<file path="config.mk">
export PLATFORM = sky130hd
export DESIGN_NAME = fir_coeff_writer_flat
export DESIGN_NICKNAME = d
export VERILOG_FILES = /design/src/rtl/fir_coeff_writer_if.sv /design/src/rtl/fir_coeff_writer.sv /design/src/flat_wrapper.sv
export SDC_FILE = /design/constraint.sdc
export NUM_CORES = 1
export LEC_CHECK = 0
export CAP_MARGIN = 15
export CORE_MARGIN = 1.5
export CORE_UTILIZATION = 40
export DETAILED_ROUTE_END_ITERATION = 12
export SLEW_MARGIN = 0
export SYNTH_ARGS = -nofsm -noshare
export SYNTH_HDL_FRONTEND = slang
export SYNTH_SLANG_ARGS = --single-unit
</file>
<file path="constraint.sdc">
create_clock -name clk -period 2.39 [get_ports clk]
set_input_delay 0.239 -clock clk [delete_from_list [all_inputs] [get_ports clk]]
set_output_delay 0.239 -clock clk [all_outputs]
set_load 0.02 [all_outputs]
</file>
<file path="src/rtl/fir_coeff_writer_if.sv">
// Purpose : host-side control and register-bank write bundle for fir_coeff_writer.
// Latency : n/a (signal bundle only).
// Backpressure: none; the register bank accepts every strobe.
// Ports   : start/abort/coeff_flat from the host; coeff_out/sel_out/en_out to the bank;
//           busy/done status back to the host.
interface fir_coeff_writer_if #(
  parameter int NUM_COEFF = 4,
  parameter int COEFF_W   = 5,
  parameter int SEL_W     = 2
);
  logic                         start;
  logic                         abort;
  logic [NUM_COEFF*COEFF_W-1:0] coeff_flat;
  logic [COEFF_W-1:0]           coeff_out;
  logic [SEL_W-1:0]             sel_out;
  logic                         en_out;
  logic                         busy;
  logic                         done;

  // Host / test side drives the requests and observes the write port.
  modport master (
    output start, abort, coeff_flat,
    input  coeff_out, sel_out, en_out, busy, done
  );

  // The coefficient writer itself.
  modport slave (
    input  start, abort, coeff_flat,
    output coeff_out, sel_out, en_out, busy, done
  );
endinterface

</file>
<file path="src/rtl/fir_coeff_writer.sv">
// Purpose : snapshots a flat coefficient set on start and writes it slot by slot
//           to the FIR coefficient bank using setup / strobe / hold per slot.
// Latency : first SETUP one cycle after start; 2+GAP cycles per slot; DONE after the last HOLD.
// Backpressure: none; start is ignored unless idle, abort cancels a run on the next edge.
// Ports   : clk, rst_n (async, active-low), bus (fir_coeff_writer_if.slave).
module fir_coeff_writer #(
  parameter int NUM_COEFF = 4,
  parameter int COEFF_W   = 5,
  parameter int SEL_W     = 2,
  parameter int GAP       = 1
) (
  input  logic               clk,
  input  logic               rst_n,
  fir_coeff_writer_if.slave  bus
);

  localparam int FLAT_W = NUM_COEFF * COEFF_W;
  localparam int GAP_W  = (GAP > 1) ? $clog2(GAP) : 1;
  localparam logic [SEL_W-1:0] LAST_IDX = SEL_W'(NUM_COEFF - 1);
  localparam logic [GAP_W-1:0] LAST_GAP = GAP_W'(GAP - 1);

  typedef enum logic [2:0] {
    S_IDLE,
    S_SETUP,
    S_STROBE,
    S_HOLD,
    S_DONE
  } state_e;

  state_e             state_q, state_d;
  logic [SEL_W-1:0]   idx_q, idx_d;
  logic [GAP_W-1:0]   gap_q, gap_d;
  logic [FLAT_W-1:0]  shadow_q, shadow_d;
  logic [COEFF_W-1:0] coeff_q, coeff_d;
  logic [SEL_W-1:0]   sel_q, sel_d;
  logic               en_q, en_d;
  logic               busy_q, busy_d;
  logic               done_q, done_d;

  // Slot extraction with constant part-selects only.
  function automatic logic [COEFF_W-1:0] slot_of(input logic [FLAT_W-1:0] flat,
                                                 input logic [SEL_W-1:0]  i);
    logic [COEFF_W-1:0] r;
    r = '0;
    for (int j = 0; j < NUM_COEFF; j++) begin
      if (i == SEL_W'(j)) r = flat[j*COEFF_W +: COEFF_W];
    end
    return r;
  endfunction

  always_comb begin
    state_d  = state_q;
    idx_d    = idx_q;
    gap_d    = gap_q;
    shadow_d = shadow_q;
    coeff_d  = coeff_q;
    sel_d    = sel_q;
    en_d     = 1'b0;
    busy_d   = 1'b0;
    done_d   = 1'b0;

    case (state_q)
      S_IDLE: begin
        if (bus.start && !bus.abort) begin
          shadow_d = bus.coeff_flat;
          idx_d    = '0;
          state_d  = S_SETUP;
        end
      end
      S_SETUP:  state_d = S_STROBE;
      S_STROBE: begin
        gap_d   = '0;
        state_d = S_HOLD;
      end
      S_HOLD: begin
        if (gap_q == LAST_GAP) begin
          if (idx_q == LAST_IDX) begin
            state_d = S_DONE;
          end else begin
            idx_d   = idx_q + 1'b1;
            state_d = S_SETUP;
          end
        end else begin
          gap_d = gap_q + 1'b1;
        end
      end
      S_DONE:  state_d = S_IDLE;
      default: state_d = S_IDLE;
    endcase

    // Abort wins over every in-run transition; index and data stay put.
    if (bus.abort && state_q != S_IDLE) begin
      state_d = S_IDLE;
      idx_d   = idx_q;
    end

    // Outputs are decoded from the next state so they are plain registers.
    // Data/select only move on entry to SETUP, which keeps them stable
    // around the strobe. shadow_d covers the capture cycle of slot 0.
    if (state_d == S_SETUP) begin
      sel_d   = idx_d;
      coeff_d = slot_of(shadow_d, idx_d);
    end
    en_d   = (state_d == S_STROBE);
    busy_d = (state_d == S_SETUP) || (state_d == S_STROBE) || (state_d == S_HOLD);
    done_d = (state_d == S_DONE);
  end

  always_ff @(posedge clk or negedge rst_n) begin
    if (!rst_n) begin
      state_q  <= S_IDLE;
      idx_q    <= '0;
      gap_q    <= '0;
      shadow_q <= '0;
      coeff_q  <= '0;
      sel_q    <= '0;
      en_q     <= 1'b0;
      busy_q   <= 1'b0;
      done_q   <= 1'b0;
    end else begin
      state_q  <= state_d;
      idx_q    <= idx_d;
      gap_q    <= gap_d;
      shadow_q <= shadow_d;
      coeff_q  <= coeff_d;
      sel_q    <= sel_d;
      en_q     <= en_d;
      busy_q   <= busy_d;
      done_q   <= done_d;
    end
  end

  assign bus.coeff_out = coeff_q;
  assign bus.sel_out   = sel_q;
  assign bus.en_out    = en_q;
  assign bus.busy      = busy_q;
  assign bus.done      = done_q;

endmodule

</file>
<file path="src/flat_wrapper.sv">
// flat-port wrapper written by rule: the top's interface ports become plain ports
module fir_coeff_writer_flat 
#(
  parameter int NUM_COEFF = 4,
  parameter int COEFF_W   = 5,
  parameter int SEL_W     = 2,
  parameter int GAP       = 1
)
  (clk, rst_n, bus_start, bus_abort, bus_coeff_flat, bus_coeff_out, bus_sel_out, bus_en_out, bus_busy, bus_done);
  fir_coeff_writer_if #(.NUM_COEFF(NUM_COEFF), .COEFF_W(COEFF_W), .SEL_W(SEL_W)) bus_i ();
  input  logic clk;
  input  logic rst_n;
  input wire logic [$bits(bus_i.start)-1:0] bus_start;
  input wire logic [$bits(bus_i.abort)-1:0] bus_abort;
  input wire logic [$bits(bus_i.coeff_flat)-1:0] bus_coeff_flat;
  output wire logic [$bits(bus_i.coeff_out)-1:0] bus_coeff_out;
  output wire logic [$bits(bus_i.sel_out)-1:0] bus_sel_out;
  output wire logic [$bits(bus_i.en_out)-1:0] bus_en_out;
  output wire logic [$bits(bus_i.busy)-1:0] bus_busy;
  output wire logic [$bits(bus_i.done)-1:0] bus_done;
  assign bus_i.start = bus_start;
  assign bus_i.abort = bus_abort;
  assign bus_i.coeff_flat = bus_coeff_flat;
  assign bus_coeff_out = bus_i.coeff_out;
  assign bus_sel_out = bus_i.sel_out;
  assign bus_en_out = bus_i.en_out;
  assign bus_busy = bus_i.busy;
  assign bus_done = bus_i.done;
  fir_coeff_writer #(.NUM_COEFF(NUM_COEFF), .COEFF_W(COEFF_W), .SEL_W(SEL_W), .GAP(GAP)) u_core (.clk(clk), .rst_n(rst_n), .bus(bus_i));
endmodule
</file>
==> flow_summary_export.csv <==
group,metric,value,unit
place,dp_hpwl,2820,um
global_route,overflow,0,
sta,setup_viol,0,
power,p_switching,847,uW
die,initial_core_util,0.414,
setup_path,path_delay_family,"simple AND/OR/NAND/NOR gates",
setup_path,critical_path_arrival,2280,ps
setup_path,worst-r2r-cell-count,5,
synth,synth_area_leader_cell,"dfrtp_1",
power,clockPowerShare,0.220,
power,swShare,0.352,
die,core_area,3970,um2
clocking,clk_latency,290,ps
sta,fmax,473,MHz
die,io_pins,34,
global_route,grt_usage,0.185,
setup_path,cp-end-kind,"flop",
synth,synth_cell_types,37,
power,p_leak,0.000961,uW
setup_path,worstSetupPathType,"reg2reg",
clocking,htreeDepth,2,
clocking,clockBufferDepth,2,
synth,synth_fp_nets,176,
clocking,hold_buffers,0,
sta,hold_viol,0,
drt,first_pass_iters,4,
power,combPwrFrac,0.398,
die,rows,23,
sta,slew_violations,0,
synth,netlist_top_cells_area,"dfrtp_1 53%, mux2_2 6.2%, nand2_1 4.8%, nand3_1 3.0%, o21ai_0 3.0%",
place,gp_congestion,0.857,
setup_path,crit_slowest_cell,"or4b_4",
layout,utilization,0.555,
sta,fin_tns_setup,0,ps
setup_path,cp.required,2550,ps
layout,syn_to_final_growth,34.0,%
setup_path,rrSetupSlack,270,ps
min_path,hp-class,"in2async",
die,fp.dieArea,4510,um2
layout,num_antenna_cells,0,
drt,ant_nets,0,
clocking,cts_buffers,5,
synth,synth_top_area_frac,0.532,
power,intPower,1560,uW
die,chipWidth,67.1,um
run_status,status,"finished, final reports clean",
sta,timing.hold.ws,362,ps
drt,viasPerCell,5.50,
clocking,tritoncts,"built",
layout,final_cell_area,2200,um2
global_route,grt_max_degree,36,
synth,syn_area,1650,um2
clocking,ctsResizeCount,0,
power,pwr-share-seq,0.382,
sta,fin_worst_skew,4.94,ps
setup_path,crit_path_max_incr_delay,610,ps
clocking,clk_pin_slew,70,ps
sta,fin_crit,2120,ps
synth,ys_ff_latch,35,
drt,wl,3790,um
drt,wire_per_inst,15.4,um
power,finalPower,2400,uW
die,die_y,67.1,um
global_route,grt_pass1_wl,6050,um
job,cap_viol_max_count,0,
drt,drc_errors,0,
setup_path,start_kind,"flop",
synth,synthCells,152,
place,place.port_buffers,33,
clocking,clock_sink_count,35,
power,ir_worst_vdd,492,uV
setup_path,cp_max_fo,8,
setup_path,path_cells,"or4b_4, nor2_8, mux2_2, o32ai_1, o31ai_2",
drt,vias,1352,
global_route,first_global_vias,1280,
clocking,cts_root_buffer,"clkbuf_8",
power,power_density,1090,nW/um2
synth,ys_seq_area_frac,0.532,
drt,drtIter0Drc,61,
sta,tightest_slew,552,ps
layout,drive_above_1_share,0.194,
synth,yosysWarnings,0,
setup_path,rr_startpoint,"u_core.state_q[2]",
synth,synth.avg_cell_area,10.8,um2
sta,relSlewSlack,0.632,
sta,fin_crit_sh,0.886,
layout,layout.nets,219,
setup_path,reg2reg_to,"u_core.bus.coeff_out[0]",
setup_path,path_buf_inv,0,
sta,rsz0062_at_grt,"false",
clocking,cts_setup_buffers,0,
global_route,antenna_found_initial,0,
place,dpl_cell_area,2090,um2
[flip-flops by register name (all words and copies together), names as in the netlist]
| register | flops |
|---|---|
| u_core.bus.sel_out | 2 |
| u_core.bus.busy | 1 |
| u_core.shadow_q | 20 |
| u_core.bus.en_out | 1 |
| u_core.state_q | 3 |
| u_core.bus.done | 1 |
| u_core.idx_q | 2 |
| u_core.bus.coeff_out | 5 |
[metrics by stage]
stage / cells / setup WS (ps)
6_report: 246 / 274
5_1_grt: 246 / 173
4_1_cts: 246 / 261
3_5_place_dp: 238 / 57.1
3_3_place_gp: 238 / 96.6
2_1_floorplan: 152 / 326
[final cells by class]
cell class | count | area [um2]
inverter | 3 | 11.3
timing repair buffer | 44 | 425
fill | 332 | 1770
clock inverter | 3 | 43.8
clock buffer | 5 | 68.8
tap | 50 | 62.6
sequential | 35 | 876
multi-input combinational | 106 | 717
[worst reg2reg max path, delay by kind of cell, from the launching register on]
kind / cells / cell delay (ps)
multiplexers: 1 / 380
flip-flops: 1 / 470
AND/OR/NAND/NOR: 2 / 780
AO/OA/AOI/OAI: 2 / 370
[cell usage after synthesis (all sizes together)]
master and count:
nand2 21, mux2 11, o32ai 2, or2 1, nand4 5, or4b 1, dfrtp 35, nand3b 1
nand4bb 1, o21a 2, o221ai 1, o22ai 3, clkbuf 4, o31ai 4, and3 2, nand3 10
nor4b 1, nor3b 2, buf 4, nor3 2, nor4 1, and4bb 1, xnor2 1, a21boi 1
o21ai 13, a21oi 6, and2 1, inv 3, o211ai 6, nand2b 1, nor2 4, o211a 1
[power groups by stage]
stage / registers (uW) / clock network [uW] / logic (uW)
after detailed placement: 928 / 0 / 955
after CTS: 917 / 536 / 961
after global placement: 919 / 0 / 944
after global routing: 940 / 575 / 1050
final: 918 / 529 / 957
after floorplan: 961 / 0 / 557
[worst max path at each step]
stage	startpoint	end	slack, ps	cells past startpoint
after floorplan	u_core.state_q[1]	u_core.bus.coeff_out[0]	330	6
after global placement	bus_abort	u_core.bus.coeff_out[4]	100	7
after detailed placement	bus_start	u_core.bus.coeff_out[1]	60	6
after CTS	u_core.state_q[2]	u_core.bus.coeff_out[1]	260	5
after global routing	u_core.state_q[2]	u_core.bus.coeff_out[1]	170	6
final	u_core.state_q[2]	u_core.bus.coeff_out[0]	270	5
[layout by cell type, fill, tap and decap left out, types with 2 or more instances in the layout]
cell	instances
clkdlybuf4s50_1	33
o21ai_0	10
nor2_1	3
nor3_1	2
nand4_1	5
o31ai_2	3
a21oi_1	6
mux2_4	2
o21ai_1	3
dfrtp_1	35
mux2_2	9
nand2_1	21
buf_4	10
nor3b_1	2
nand3_1	10
and3_1	2
o21a_1	2
inv_1	3
clkbuf_8	5
o32ai_1	2
o22ai_1	3
o211ai_1	6
[routing by layer]
| layer | track usage | part of all wire | vias up | wire (um) |
|---|---|---|---|---|
| li1 | - | - | 653 | - |
| met1 | 0.239 | 0.45 | 647 | 1700 |
| met2 | 0.297 | 0.48 | 46 | 1810 |
| met3 | 0.0367 | 0.057 | 6 | 218 |
| met4 | 0.0893 | 0.017 | 0 | 63 |
| met5 | 0 | 0 | - | 0 |
[cells by family (layout without fill, tap and decap cells)]
group | Yosys count | after routing | synth area share
buffers and inverters | 11 | 55 | 0.0357
multiplexers | 11 | 11 | 0.0799
flip-flops | 35 | 35 | 0.532
AND/OR/NAND/NOR | 55 | 55 | 0.187
XOR/XNOR | 1 | 1 | 0.00532
AO/OA/AOI/OAI | 39 | 39 | 0.160
(Power assumes the default switching activity.)
